--- config.mk ---
export PLATFORM = sky130hd
export DESIGN_NAME = lvds_rx_word_aligner
export DESIGN_NICKNAME = d
export VERILOG_FILES = /design/src/rtl/lvds_align_pkg.sv /design/src/rtl/lvds_rx_align_ch.sv /design/src/rtl/lvds_rx_word_aligner.sv
export SDC_FILE = /design/constraint.sdc
export NUM_CORES = 1
export LEC_CHECK = 0
export CAP_MARGIN = 0
export CORE_MARGIN = 1
export CORE_UTILIZATION = 56
export DETAILED_ROUTE_END_ITERATION = 8
export HOLD_SLACK_MARGIN = 0.02
export PLACE_DENSITY = 0.91
export SETUP_SLACK_MARGIN = 0.4
export SLEW_MARGIN = 20
export SYNTH_ARGS = -nofsm -noshare
export SYNTH_HDL_FRONTEND = slang
export SYNTH_SLANG_ARGS = --single-unit
--- constraint.sdc ---
create_clock -name clk -period 2.2 [get_ports clk]
set_input_delay 0.33 -clock clk [delete_from_list [all_inputs] [get_ports clk]]
set_output_delay 0.33 -clock clk [all_outputs]
set_load 0.02 [all_outputs]
--- src/rtl/lvds_align_pkg.sv ---
// Shared definitions for the LVDS receive word aligner: lane FSM states,
// default geometry and the counter-width helper.
package lvds_align_pkg;

    typedef enum logic [2:0] {
        ST_IDLE,
        ST_SETTLE,
        ST_CHECK,
        ST_SLIP,
        ST_WAIT,
        ST_LOCKED,
        ST_FAIL
    } lane_state_e;

    localparam int DEF_SER_FACTOR  = 6;
    localparam int DEF_MATCH_COUNT = 16;
    localparam int DEF_SLIP_WAIT   = 4;

    // Bits needed for a counter that must hold the value max_val itself.
    function automatic int cnt_w(input int max_val);
        return (max_val < 1) ? 1 : $clog2(max_val + 1);
    endfunction

endpackage

--- src/rtl/lvds_rx_align_ch.sv ---
// One lane of the word aligner: hunts for the training word by pulsing the
// SERDES bitslip, then reports lock or failure for that lane.
module lvds_rx_align_ch
    import lvds_align_pkg::*;
#(
    parameter int                    SER_FACTOR    = DEF_SER_FACTOR,
    parameter logic [SER_FACTOR-1:0] TRAIN_PATTERN = 6'b111000,
    parameter int                    MATCH_COUNT   = DEF_MATCH_COUNT,
    parameter int                    SLIP_WAIT     = DEF_SLIP_WAIT
) (
    input  logic                  clk,
    input  logic                  rst_n,
    input  logic                  lock,
    input  logic                  start,
    input  logic [SER_FACTOR-1:0] word,
    output logic                  bitslip,
    output logic                  aligned,
    output logic                  fail,
    output logic                  busy
);

    localparam int MW = cnt_w(MATCH_COUNT);
    localparam int SW = cnt_w(SER_FACTOR);
    localparam int WW = cnt_w(SLIP_WAIT);

    lane_state_e   state;
    logic [MW-1:0] match_cnt;
    logic [SW-1:0] slip_cnt;
    logic [WW-1:0] wait_cnt;

    assign busy = (state == ST_SETTLE) || (state == ST_CHECK) ||
                  (state == ST_SLIP)   || (state == ST_WAIT);

    always_ff @(posedge clk or negedge rst_n) begin
        if (!rst_n) begin
            state     <= ST_IDLE;
            match_cnt <= '0;
            slip_cnt  <= '0;
            wait_cnt  <= '0;
            bitslip   <= 1'b0;
            aligned   <= 1'b0;
            fail      <= 1'b0;
        end else if (!lock) begin
            state     <= ST_IDLE;
            match_cnt <= '0;
            slip_cnt  <= '0;
            wait_cnt  <= '0;
            bitslip   <= 1'b0;
            aligned   <= 1'b0;
            fail      <= 1'b0;
        end else begin
            bitslip <= 1'b0;
            case (state)
                ST_IDLE, ST_LOCKED, ST_FAIL: begin
                    if (start) begin
                        state     <= ST_SETTLE;
                        match_cnt <= '0;
                        slip_cnt  <= '0;
                        wait_cnt  <= '0;
                        aligned   <= 1'b0;
                        fail      <= 1'b0;
                    end
                end
                ST_SETTLE: begin
                    if (wait_cnt == WW'(SLIP_WAIT - 1)) state <= ST_CHECK;
                    else wait_cnt <= wait_cnt + 1'b1;
                end
                ST_CHECK: begin
                    if (word == TRAIN_PATTERN) begin
                        match_cnt <= match_cnt + 1'b1;
                        if (match_cnt == MW'(MATCH_COUNT - 1)) begin
                            state   <= ST_LOCKED;
                            aligned <= 1'b1;
                        end
                    end else begin
                        match_cnt <= '0;
                        // Every phase has been tried once; the lane is dead.
                        if (slip_cnt == SW'(SER_FACTOR)) begin
                            state <= ST_FAIL;
                            fail  <= 1'b1;
                        end else begin
                            state   <= ST_SLIP;
                            bitslip <= 1'b1;
                        end
                    end
                end
                ST_SLIP: begin
                    slip_cnt <= slip_cnt + 1'b1;
                    wait_cnt <= '0;
                    state    <= ST_WAIT;
                end
                ST_WAIT: begin
                    match_cnt <= '0;
                    if (wait_cnt == WW'(SLIP_WAIT - 1)) state <= ST_CHECK;
                    else wait_cnt <= wait_cnt + 1'b1;
                end
                default: state <= ST_IDLE;
            endcase
        end
    end

endmodule

--- src/rtl/lvds_rx_word_aligner.sv ---
// N-lane LVDS word aligner: PLL-lock synchroniser, start qualification,
// per-lane aligners and the aligned-data output register.
module lvds_rx_word_aligner
    import lvds_align_pkg::*;
#(
    parameter int                    NUM_CH        = 4,
    parameter int                    SER_FACTOR    = DEF_SER_FACTOR,
    parameter logic [SER_FACTOR-1:0] TRAIN_PATTERN = 6'b111000,
    parameter int                    MATCH_COUNT   = DEF_MATCH_COUNT,
    parameter int                    SLIP_WAIT     = DEF_SLIP_WAIT
) (
    input  logic                         clk,
    input  logic                         rst_n,
    input  logic                         pll_locked,
    input  logic                         align_start,
    input  logic [NUM_CH*SER_FACTOR-1:0] rx_data,
    output logic [NUM_CH-1:0]            bitslip,
    output logic [NUM_CH-1:0]            ch_aligned,
    output logic [NUM_CH-1:0]            align_fail,
    output logic                         align_done,
    output logic [NUM_CH*SER_FACTOR-1:0] rx_data_out,
    output logic                         rx_valid
);

    logic [1:0]        lock_sync;
    logic              lock_s;
    logic [NUM_CH-1:0] busy;
    logic              start_ok;
    logic              all_settled;

    always_ff @(posedge clk or negedge rst_n) begin
        if (!rst_n) lock_sync <= 2'b00;
        else        lock_sync <= {lock_sync[0], pll_locked};
    end

    assign lock_s      = lock_sync[1];
    // A restart mid-search would desynchronise lanes, so only idle or finished lanes accept it.
    assign start_ok    = align_start & lock_s & ~(|busy);
    assign all_settled = &(ch_aligned | align_fail);

    for (genvar i = 0; i < NUM_CH; i++) begin : g_ch
        lvds_rx_align_ch #(
            .SER_FACTOR   (SER_FACTOR),
            .TRAIN_PATTERN(TRAIN_PATTERN),
            .MATCH_COUNT  (MATCH_COUNT),
            .SLIP_WAIT    (SLIP_WAIT)
        ) u_ch (
            .clk    (clk),
            .rst_n  (rst_n),
            .lock   (lock_s),
            .start  (start_ok),
            .word   (rx_data[i*SER_FACTOR +: SER_FACTOR]),
            .bitslip(bitslip[i]),
            .aligned(ch_aligned[i]),
            .fail   (align_fail[i]),
            .busy   (busy[i])
        );
    end

    always_ff @(posedge clk or negedge rst_n) begin
        if (!rst_n) begin
            align_done  <= 1'b0;
            rx_valid    <= 1'b0;
            rx_data_out <= '0;
        end else begin
            align_done  <= lock_s & all_settled;
            rx_valid    <= lock_s & all_settled & ~(|align_fail);
            rx_data_out <= rx_data;
        end
    end

endmodule

; ---- After elaboration in Yosys (flattened, before gate mapping)
; Cells that the tools add are included.
[word_totals]
regBits = 96
mem_bits_rw = 0
romBits = 0
memories = 0
latch_bits = 0
[classes]
multipliers = 0
n_reduce_logical = 51
muxes = 108
magnitude_cmp = 0
div = 0
n_addsub = 12
n_shift = 0
eq_ne = 88
n_bitwise = 7
[ops]
columns = cell, count
row1 = $mux 3, 34
row2 = $ne 3x3->1 const B, 23
row3 = $pmux 5 s3, 4
row4 = $eq 3x3->1 const B, 16
row5 = $pmux 3 s4, 4
row6 = $mux 5, 9
row7 = $mux 1, 41
row8 = $eq 3x2->1 const B, 12
row9 = $pmux 3 s3, 4
row10 = $reduce_and 4->1, 9
row11 = $add 3x1->3 const B, 8
row12 = $eq 6x6->1 const B, 4
row13 = $ne 3x1->1 const B, 8
row14 = $pmux 3 s2, 4
row15 = $reduce_and 3->1, 8
row16 = $add 5x1->5 const B, 4
row17 = $eq 5x4->1 const B, 4
row18 = $ne 4x1->1 const B, 4
row19 = $ne 4x2->1 const B, 4
row20 = $ne 4x4->1 const B, 4
row21 = $pmux 1 s2, 8
row22 = $reduce_and 2->1, 8
row23 = $ne 3x2->1 const B, 5
row24 = $eq 3x1->1 const B, 4
row25 = other kinds (8), 33

; ---- Logic depth before layout (Yosys ltp)
; Gate-level depths: netlist (run 1).
[logic_depth]
ltp_word = 10
ltp_mapped = 7
ltp_nobuf = 7

; ---- Modules after synthesis
; From an unflattened synthesis (run 1), not the netlist that was laid out.
[unflattened]
hier_cells = 535
area_unflattened_um2 = 5252.5
[modules_own_cells]
columns = module, cells_per_inst, n_inst, area_each_um2
row1 = lvds_rx_align_ch (g_ch[0].u_ch ...), 127, 3, 1121.1
row2 = lvds_rx_align_ch (g_ch[1].u_ch), 119, 1, 1136.1
row3 = lvds_rx_word_aligner, 35, 1, 753.2

; ---- Worst setup path before layout (run 1)
; OpenSTA, ideal clock, no wires.
[synth_timing]
kind = register to register
startpoint = register g_ch[1].u_ch.state[0]
endpoint = register g_ch[1].u_ch.state[2]
slack_ns = 0.183
t_arrival_ns = 1.892
setup_time_ns = 0.125
path_buffers = 1
period_less_slack_ns = 2.017
stages_incl_launch_ff = 7
cell_sequence = dfrtp_1 -> clkbuf_1 -> or2_1 -> or4b_1 -> o21ai_1 -> a21o_2 -> mux2_4
[synth_between]
elab_chain_len = 9
elab_cells_between_ends = 21
[synth_lines]
columns = item, line_no
row1 = "start, declared", lvds_rx_align_ch.sv:26  ; lane_state_e state;
row2 = "start signal, assigned", lvds_rx_align_ch.sv:36  ; state <= ST_IDLE;
row3 = "start signal, assigned", lvds_rx_align_ch.sv:44  ; state <= ST_IDLE;
row4 = "start signal, assigned", lvds_rx_align_ch.sv:56  ; state <= ST_SETTLE;
row5 = $eq 3x1->1 or $eq 3x2->1 (tied branches), "lvds_rx_align_ch.sv:31, lvds_rx_align_ch.sv:53"
row6 = $logic_or 1x1->1 (2 in series), lvds_rx_align_ch.sv:31  ; assign busy = (state == ST_SETTLE) || (state == ST_CHECK) ||
row7 = $logic_or 1x1->1, lvds_rx_align_ch.sv:32  ; (state == ST_SLIP) || (state == ST_WAIT);
row8 = $reduce_or 4->1, lvds_rx_word_aligner.sv:38  ; assign start_ok = align_start & lock_s & ~(|busy);
row9 = $not 1->1, lvds_rx_word_aligner.sv:38
row10 = $and 1x1->1, lvds_rx_word_aligner.sv:38
row11 = $ne 3x3->1 (no line), --
row12 = $reduce_and 3->1 (no line), --
; Several ways; a longest one is shown, not always the timed one.
; A chain may end at the register's enable or synchronous reset.

; ---- Worst setup path after layout (run 1)
[layout_timing]
startpoint = register g_ch[1].u_ch.state[0]
endpoint = register g_ch[1].u_ch.state[1]
; Same word-level chain as after synthesis.

==> results of run 1 <==
[power breakdown]
group          switching (mW)  internal, mW  total (mW)
Combinational            1.77          1.37        3.15
Clock                   0.640         0.660        1.30
Sequential              0.191          1.92        2.11
Total                    2.60          3.96        6.56
[synth_stat cells, types with 3 or more instances]
library cell   n
nor4_1         5
o21ba_2        3
inv_1         29
xnor2_1        9
o21a_1         4
or3_1          3
mux2i_1        7
ha_1          24
a21oi_1       17
mux2_2         8
nand2_1       32
nand4b_1       3
a22o_1        11
o211ai_1       7
nand3b_1       4
o21ai_1        3
o21bai_1       3
nor2b_1        5
nor3_1        13
o32ai_1        8
clkbuf_1      11
nor4b_1        4
a41oi_1        5
o21ai_0       14
nor2_1        33
o22ai_1       11
o31ai_1        6
and3_1         6
buf_2         12
a211oi_1       5
nand3_1       10
nand2b_1      10
buf_4         12
and2_1         3
dfrtp_1       96
[placed cells by master, fill, tap and decap left out, types with 10 or more instances in the layout]
cell,count
buf_6,13
a22o_1,11
nand3_1,10
dfrtp_1,84
inv_1,28
clkbuf_8,10
buf_4,68
nand2_1,28
a21oi_1,15
nor2_1,30
clkdlybuf4s50_1,53
nand2b_1,10
dfrtp_2,12
ha_1,20
[logic make-up (layout without fill, tap and decap cells)]
logic type,after synthesis,count (layout),synth area share
xor gates and xnor gates,12,12,0.0223
DFF,96,96,0.475
muxes,17,17,0.0369
buffers and inverters,65,190,0.0602
other,0,1,0
adders and majority gates,24,24,0.0594
and+or+nand+nor,148,149,0.156
AOI/OAI and AO/OA,126,126,0.190
[layer usage]
metal  share of wire  global-route usage
met5         0.00070                   0
met4           0.084               0.211
met3           0.089              0.0592
met2            0.48               0.528
met1            0.35               0.390
[final timing paths]
kind,start,endpoint,slack (ns)
max,g_ch[1].u_ch.state[0]$_DFFE_PN0P_,g_ch[1].u_ch.state[1]$_DFFE_PN0P_,0.15
min,rx_data[3],rx_data_out[3]$_DFF_PN0_,0.07
max reg2reg,g_ch[1].u_ch.state[0]$_DFFE_PN0P_,g_ch[1].u_ch.state[1]$_DFFE_PN0P_,0.15
min reg2reg,lock_sync[0]$_DFF_PN0_,lock_sync[1]$_DFF_PN0_,0.36
max in group asynchronous,rst_n,g_ch[0].u_ch.state[1]$_DFFE_PN0P_,1.04
min in group asynchronous,rst_n,rx_data_out[6]$_DFF_PN0_,0.48
[flip-flops by register name, summed over array words and instances, names as in the netlist]
signal               cells
g_ch.u_ch.bitslip        4
g_ch.u_ch.wait_cnt      12
rx_data_out             24
align_done               1
rx_valid                 1
g_ch.u_ch.fail           4
g_ch.u_ch.state         12
g_ch.u_ch.match_cnt     20
g_ch.u_ch.aligned        4
g_ch.u_ch.slip_cnt      12
lock_sync                2
[worst max-delay path: cells and delay by family (launching register included)]
kind / cells / cell delay [ns]
and+or+nand+nor: 1 / 0.10
AOI/OAI and AO/OA: 3 / 0.81
DFF: 1 / 0.46
xor gates and xnor gates: 1 / 0.21
buffers and inverters: 2 / 0.35
[layout make-up]
type	instances	area (um2)
flip-flops and latches	96	2420
clock inverters	3	67.6
multi-input cells	328	2880
repair buffers	146	1290
inverters	30	113
diodes	1	2.50
clock buffers	11	141
well taps	108	135
fillers	421	1680
[stage by stage]
stage	instances	hold WS (ns)	total power, mW
6_report	723	0.0659	6.56
4_1_cts	711	0.0721	5.78
3_3_place_gp	663	0.332	3.87
3_5_place_dp	663	0.335	3.97
2_1_floorplan	488	0.0344	3.41
5_1_grt	723	0.0614	6.79
[timing repair]
action / CTS / global route
hold endpoints to repair: 44 / 0
resized for setup: 83 / 60
buffers inserted: 32 / 10
cloned: 1 / 1
pin swaps: 26 / 38
hold buffers: 1 / 0
setup endpoints to repair: 56 / 65
==> results.cfg, run 1 <==
[die]
start_util = 0.579
fp.coreArea_um2 = 8720
num_rows = 34
dieArea_um2 = 9410
die_w_um = 97.0
io_pins = 66
die_h_um = 97.0

[global_route]
grt_pass1_wl_um = 24100
grt_max_degree = 49
grt_pass1_vias = 4936
antenna_found_initial = 2
gr-total-overflow = 0
grt_usage = 0.322

[worst_setup_path]
endpoint_kind = register
reg2reg_depth = 7
startpoint_type = register
max_stage_delay_ns = 0.46
critPathMaxFanout = 12
path_cells = buf_4 -> xor2_1 -> a21oi_2 -> nor2_1 -> a21o_4 -> buf_4 -> a221o_1
crit_required_ns = 2.46
crit_slowest_cell = dfrtp_2
critPathKind = reg2reg
cp_common_cell = buf_4
arrival_ns = 2.31

[routing]
remaining_drc_errors = 0
first_pass_iters = 5
routed_wl_um = 17200
wl_per_cell_um = 23.7
via_per_inst = 6.86
dr.first_iter.drc_count = 503
ant_nets = 0
vias = 4957

[layout]
post-route-util = 0.808
area_delta_synth_final_pct = 39.4
final_area_um2 = 7050
drive_gt1_frac = 0.326
nets = 663

[synth]
netlist_instances = 488
synth_edf_count = 0
synth_area_leader_cell = dfrtp_1
ys_dominant_reg_cell = dfrtp_1
ys_async_sr_fraction = 1.00
yosysTopAreaCellShare = 0.475
ys_top_cells_by_area = dfrtp_1 (48%), ha_1 (5.9%), nor2_1 (2.5%), nand2_1 (2.4%), inv_1 (2.2%)
synth_warnings = 0
syn_area_um2 = 5050
syn_nets = 540
seq_area_frac_synth = 0.475
synthDistinctLibCells = 78
synth-seq-cells = 96
avgSynthCellArea_um2 = 10.4

[timing]
worst_slew_pin_slew_ns = 0.603
slew_headroom = 0.598
max_freq_mhz = 489
finalCritPeriodShare = 0.930
fin_tns_setup_ns = 0
rsz0062_at_grt = true
setup_slack_ns = 0.154
fin_crit_ns = 2.05
drv_slew = 0
clock_skew_ns = 0.0117
final-setup-viol-count = 0
hold_viol_final = 0

[placement]
placed_area_um2 = 5970
hpwl_um = 8660
pre_cts_slack_ns = -0.239
portBuffers = 65
gp_congestion = 0.903

[clock_network]
cts_buffers = 9
cts.clk_slew.worst_paths_ns = 0.09
clk_latency_ns = 0.39
cts_root_buf = clkbuf_8
cts_tree = done
ctsHtreeMaxLevel = 3
clock-sinks = 96
clock_path_buffers = 2

[outcome]
status = finished, final reports clean

[pwr]
p_per_area_nw_per_um2 = 931
max-vdd-ir-drop_v = 0.000440
p_leak_nw = 3.12

[job]
cap_violations = 0

[min_path]
whs_path_depth = 1
hold_path_class = in2reg
No activity file was read; power rests on OpenSTA's default activity.
==> inputs of run 2 (changes only) <==
--- a/config.mk
+++ b/config.mk
@@ -11,6 +11,7 @@
 export DETAILED_ROUTE_END_ITERATION = 8
 export HOLD_SLACK_MARGIN = 0.02
 export PLACE_DENSITY = 0.91
+export RECOVER_POWER = 50
 export SETUP_SLACK_MARGIN = 0.4
 export SLEW_MARGIN = 20
 export SYNTH_ARGS = -nofsm -noshare
==> run 2 against run 1 <==
Via count shrank 0.30%. Sequential share of layout area grew 0.13 points. Final area shrank 0.37%. Critical endpoint is now g_ch[0].u_ch.state[0]$_DFFE_PN0P_. Combinational power is essentially flat. Setup slack lost 0.0030 ns. Clock skew grew 0.0019 ns. Die area is the same. Clock power is essentially flat. Utilization shrank 0.30 points. Clock-buffer cell count is the same. Critical path type unchanged. Sequential power is essentially flat. Power shrank 0.25%. Largest cell class unchanged.
==> results.cfg, run 2 (synthesized netlist as in run 1, its figures left out) <==
[pwr]
p_per_area_nw_per_um2 = 932
switchingPower_mw = 2.60
pwr-share-seq = 0.323
pwr-share-comb = 0.479
p_int_mw = 3.94
finalPower_mw = 6.54
p_leak_nw = 3.10
switching_share = 0.397
max-vdd-ir-drop_v = 0.000435
p_clk_frac = 0.198

[die]
die_h_um = 97.0
dieArea_um2 = 9410
num_rows = 34
start_util = 0.579
io_pins = 66
die_w_um = 97.0
fp.coreArea_um2 = 8720

[worst_setup_path]
crit_required_ns = 2.47
endpoint_kind = register
r2r_start = g_ch[1].u_ch.state[2]$_DFFE_PN0P_
critPathMaxFanout = 5
startpoint_type = register
reg2reg_depth = 7
r2r_end = g_ch[0].u_ch.state[0]$_DFFE_PN0P_
critPathKind = reg2reg
r2r_setup_slack_ns = 0.15
arrival_ns = 2.32

[layout]
n_fill_cell = 433
area_delta_synth_final_pct = 38.9
top_register = rx_data_out
final_common_cell = dfrtp_1
drive_gt1_frac = 0.314
final_area_um2 = 7020
nets = 663
largest_reg_flops = 24
layout_common_cells = dfrtp_1 (84), buf_4 (61), clkdlybuf4s50_1 (34)
largestRegisters = rx_data_out: 24 flops, g_ch.u_ch.match_cnt: 20 flops

[clock_network]
cts_tree = done
clock-sinks = 96
ctsHtreeMaxLevel = 3
clk_latency_ns = 0.39
clock_path_buffers = 2
cts.clk_slew.worst_paths_ns = 0.09
cts_buffers = 9
cts_root_buf = clkbuf_8

[placement]
placed_area_um2 = 5970
gp_congestion = 0.903
hpwl_um = 8660
portBuffers = 65

[timing]
finalCritPeriodShare = 0.932
max_freq_mhz = 488
slew_headroom = 0.214
drv_slew = 0
hold_viol_final = 0
rsz0062_at_grt = true
holdWs_ns = 0.0717
final-setup-viol-count = 0
worst_slew_pin_slew_ns = 1.18
fin_crit_ns = 2.05
clock_skew_ns = 0.0136

[routing]
first_pass_iters = 5
remaining_drc_errors = 0
ant_nets = 0
via_per_inst = 6.84
vias = 4942
dr.first_iter.drc_count = 478
wl_per_cell_um = 23.6
routed_wl_um = 17100

[outcome]
status = finished, final reports clean

[global_route]
grt_usage = 0.322
grt_pass1_wl_um = 24100
grt_max_degree = 49
antenna_found_initial = 2
gr-total-overflow = 0
grt_pass1_vias = 4936

[min_path]
whs_endpoint = rx_data_out[3]$_DFF_PN0_
hold_path_class = in2reg
whs_path_depth = 1
hp-start = rx_data[3]

[job]
cap_violations = 0
## run 2: how the worst max path moves through the flow
stage,startpoint,to,slack (ns)
after global placement,rx_data[2],g_ch[0].u_ch.state[2]$_DFFE_PN0P_,-0.17
after floorplan,rx_data[2],g_ch[0].u_ch.state[2]$_DFFE_PN0P_,0.20
after CTS,g_ch[2].u_ch.wait_cnt[0]$_DFFE_PN0P_,g_ch[2].u_ch.state[1]$_DFFE_PN0P_,0.24
after global routing,g_ch[1].u_ch.state[0]$_DFFE_PN0P_,g_ch[1].u_ch.state[1]$_DFFE_PN0P_,0.04
after detailed placement,rx_data[4],g_ch[0].u_ch.state[2]$_DFFE_PN0P_,-0.24
final,g_ch[1].u_ch.state[2]$_DFFE_PN0P_,g_ch[0].u_ch.state[0]$_DFFE_PN0P_,0.15
## run 2: critical path: stages (launching register included)
cell and delay (ns):
dfrtp_2 0.47, nor3_4 0.33, o221ai_2 0.19, o21ai_2 0.20
buf_6 0.17, o221ai_4 0.13, buf_6 0.15, o41ai_2 0.30
## run 2: layout make-up
class,instances,area [um2],area share
Antenna cell,1,2.50,0.000357
Clock buffer,11,141,0.0201
Clock inverter,3,67.6,0.00963
Timing Repair Buffer,146,1270,0.181
Multi-Input combinational cell,328,2880,0.410
Sequential cell,96,2420,0.344
Inverter,30,113,0.0160
Tap cell,108,135,0.0193
## run 2: power groups by stage
stage,clock [mW],sequential [mW],combinational (mW)
floorplan,0,2.05,1.36
detailed placement,0,2.12,1.85
CTS,1.26,2.08,2.43
finish,1.29,2.11,3.13
global route,1.37,2.13,3.28
global placement,0,2.10,1.77
## run 2: through the flow
step           setup TNS (ns)  worst slack [ns]   util  instances
3_3_place_gp           -0.454            -0.169  0.684        663
6_report                    0             0.151  0.805        723
5_1_grt                     0            0.0425  0.805        723
2_1_floorplan               0             0.204      -        488
4_1_cts                     0             0.237  0.768        711
3_5_place_dp           -0.817            -0.239  0.684        663
## run 2: routing by layer
metal,share of wire,up-vias,global-route usage
met5,0.00070,-,0
met1,0.35,2381,0.390
met4,0.082,2,0.211
met3,0.090,151,0.0592
met2,0.48,397,0.528
li1,-,2011,-
## run 2: what timing repair did
item                       in CTS  in global routing
buffers inserted               32                 10
resized for setup              83                 60
setup endpoints to repair      56                 65
hold buffers                    1                  0
gates cloned                    1                  1
pin swaps                      26                 38
hold endpoints to repair       44                  0
==> inputs of run 3 (changes only) <==
--- a/config.mk
+++ b/config.mk
@@ -7,10 +7,10 @@
 export LEC_CHECK = 0
 export CAP_MARGIN = 0
 export CORE_MARGIN = 1
-export CORE_UTILIZATION = 56
+export CORE_UTILIZATION = 50
 export DETAILED_ROUTE_END_ITERATION = 8
 export HOLD_SLACK_MARGIN = 0.02
-export PLACE_DENSITY = 0.91
+export PLACE_DENSITY = 0.86
 export RECOVER_POWER = 50
 export SETUP_SLACK_MARGIN = 0.4
 export SLEW_MARGIN = 20
==> constraint.sdc (replaced) <==
create_clock -name clk -period 1.8 [get_ports clk]
set_input_delay 0.27 -clock clk [delete_from_list [all_inputs] [get_ports clk]]
set_output_delay 0.27 -clock clk [all_outputs]
set_load 0.02 [all_outputs]
==> run 3 against run 2 <==
The run now ends with setup timing left. Die area rose by 12%. Sequential power rose by 21%. Setup slack got worse by 0.36 ns. Critical path type unchanged. Non-clock buffer count rose by 47. Final cell count rose by 10%. Utilization fell by 3.2 points. Via count fell by 0.99%. Maximum frequency rose by 1.7%. Register-to-register slack got worse by 0.36 ns. Power rose by 29%. Combinational power rose by 42%.
==> results.cfg, run 3 (synthesized netlist as in run 1, its figures left out) <==
[clock_network]
clock_path_buffers = 2
cts_buffers = 9
cts_tree = done
ctsHtreeMaxLevel = 3
cts.clk_slew.worst_paths_ns = 0.12
clk_latency_ns = 0.39
clock-sinks = 96
cts_root_buf = clkbuf_8

[routing]
first_pass_iters = 6
vias = 4893
ant_nets = 0
via_per_inst = 6.15
remaining_drc_errors = 0
dr.first_iter.drc_count = 254
wl_per_cell_um = 20.4
routed_wl_um = 16200

[worst_setup_path]
arrival_ns = 2.28
startpoint_type = register
reg2reg_depth = 5
max_stage_delay_ns = 0.51
critPathKind = reg2reg
crit_family = simple AND/OR/NAND/NOR gates
critPathMaxFanout = 6
crit_slowest_cell = or4b_4
crit_cells = 5
endpoint_kind = register
path_buf_inv = 0
r2r_setup_slack_ns = -0.21
crit_required_ns = 2.06
path_cells = or2_1 -> or4b_4 -> o21ai_4 -> a21o_4 -> mux2_4

[outcome]
violations = setup timing
status = finished with violations

[die]
io_pins = 66
fp.coreArea_um2 = 9770
start_util = 0.517
die_h_um = 103
num_rows = 36
die_w_um = 103
dieArea_um2 = 10500

[pwr]
pwr-share-comb = 0.527
switchingPower_mw = 3.40
pwr-share-seq = 0.303
max-vdd-ir-drop_v = 0.000621
p_leak_nw = 3.40
p_int_mw = 5.04
switching_share = 0.402
p_per_area_nw_per_um2 = 1120
p_clk_frac = 0.170
finalPower_mw = 8.44

[placement]
hpwl_um = 9310
gp_congestion = 0.927
portBuffers = 65

[timing]
fin_crit_ns = 2.01
drv_slew = 0
worst_slew_pin_slew_ns = 0.731
rsz0062_at_grt = true
final-setup-viol-count = 61
finalCritPeriodShare = 1.12
hold_viol_final = 0
setup_slack_ns = -0.214
max_freq_mhz = 496
clock_skew_ns = 0.0257
holdWs_ns = 0.129
slew_headroom = 0.513

[global_route]
antenna_found_initial = 0
grt_usage = 0.298
grt_pass1_vias = 4993
grt_pass1_wl_um = 24000
gr-total-overflow = 0
grt_max_degree = 41

[layout]
n_antenna_cell = 0
largest_reg_flops = 24
nets = 709
area_delta_synth_final_pct = 49.5
drive_gt1_frac = 0.388
largestRegisters = rx_data_out: 24 flops, g_ch.u_ch.match_cnt: 20 flops
final_common_cell = buf_4
layout_common_cells = buf_4 (91), dfrtp_1 (89), dlygate4sd2_1 (32)
post-route-util = 0.773
top_register = rx_data_out

[min_path]
hold_path_class = in2reg
whs_path_depth = 1

[job]
cap_violations = 0
## run 3: cell count changes in the layout (fill, tap and decap cells not counted), moves of 5 or more
cell             previous run  this run
clkbuf_1                    7         0
buf_6                      13        27
buf_4                      61        91
dfrtp_2                    12         7
clkdlybuf4s50_1            34         6
dlygate4sd2_1               3        32
dfrtp_1                    84        89
## run 3: repair_timing
action / in CTS / in global routing
pin swaps: 36 / 30
hold endpoints to repair: 29 / 1
setup buffers: 16 / 14
setup endpoints to repair: 103 / 73
resized for setup: 117 / 50
hold buffers: 1 / 1
## run 3: area by class of cell
type                            instances  area [um2]
Clock inverter                          6        51.3
Sequential cell                        96        2410
Multi-Input combinational cell        327        2980
Timing Repair Buffer                  193        1690
Fill cell                             562        2220
Tap cell                              133         166
Clock buffer                           10         138
Inverter                               30         113
## run 3: path summary, 6_finish.rpt
check | start | to
worst max-delay path | g_ch[1].u_ch.state[0]$_DFFE_PN0P_ | g_ch[1].u_ch.state[2]$_DFFE_PN0P_
max in group asynchronous | rst_n | g_ch[2].u_ch.fail$_DFFE_PN0P_
worst min register to register | lock_sync[0]$_DFF_PN0_ | lock_sync[1]$_DFF_PN0_
min in group asynchronous | rst_n | rx_data_out[4]$_DFF_PN0_
worst max register to register | g_ch[1].u_ch.state[0]$_DFFE_PN0P_ | g_ch[1].u_ch.state[2]$_DFFE_PN0P_
worst min-delay path | rx_data[5] | rx_data_out[5]$_DFF_PN0_
## run 3: power groups by stage
stage	registers (mW)	logic, mW	clock network (mW)
global route	2.58	4.63	1.54
finish	2.56	4.45	1.44
detailed placement	2.57	3.16	0
CTS	2.53	3.81	1.42
floorplan	2.51	2.05	0
global placement	2.56	3.02	0
## run 3: worst register-to-register path, stage by stage (launching register included)
cell and delay, ns:
dfrtp_2 0.50, or2_1 0.26, or4b_4 0.51, o21ai_4 0.19, a21o_4 0.14, mux2_4 0.30
## run 3: stage by stage
step	setup TNS (ns)	instances	worst slack (ns)	area, um2
floorplan	-0.740	488	-0.181	5380
global placement	-6.80	747	-0.494	6700
detailed placement	-8.62	747	-0.570	6700
CTS	-2.09	780	-0.150	7300
global route	-9.68	795	-0.232	7550
finish	-6.66	795	-0.214	7550
## run 3: routing by layer
metal / global-route usage / vias to the layer above / part of all wire
met4: 0.157 / 0 / 0.048
met2: 0.519 / 285 / 0.50
met5: 0 / - / 0
li1: - / 2114 / -
met3: 0.0658 / 90 / 0.069
met1: 0.342 / 2404 / 0.38
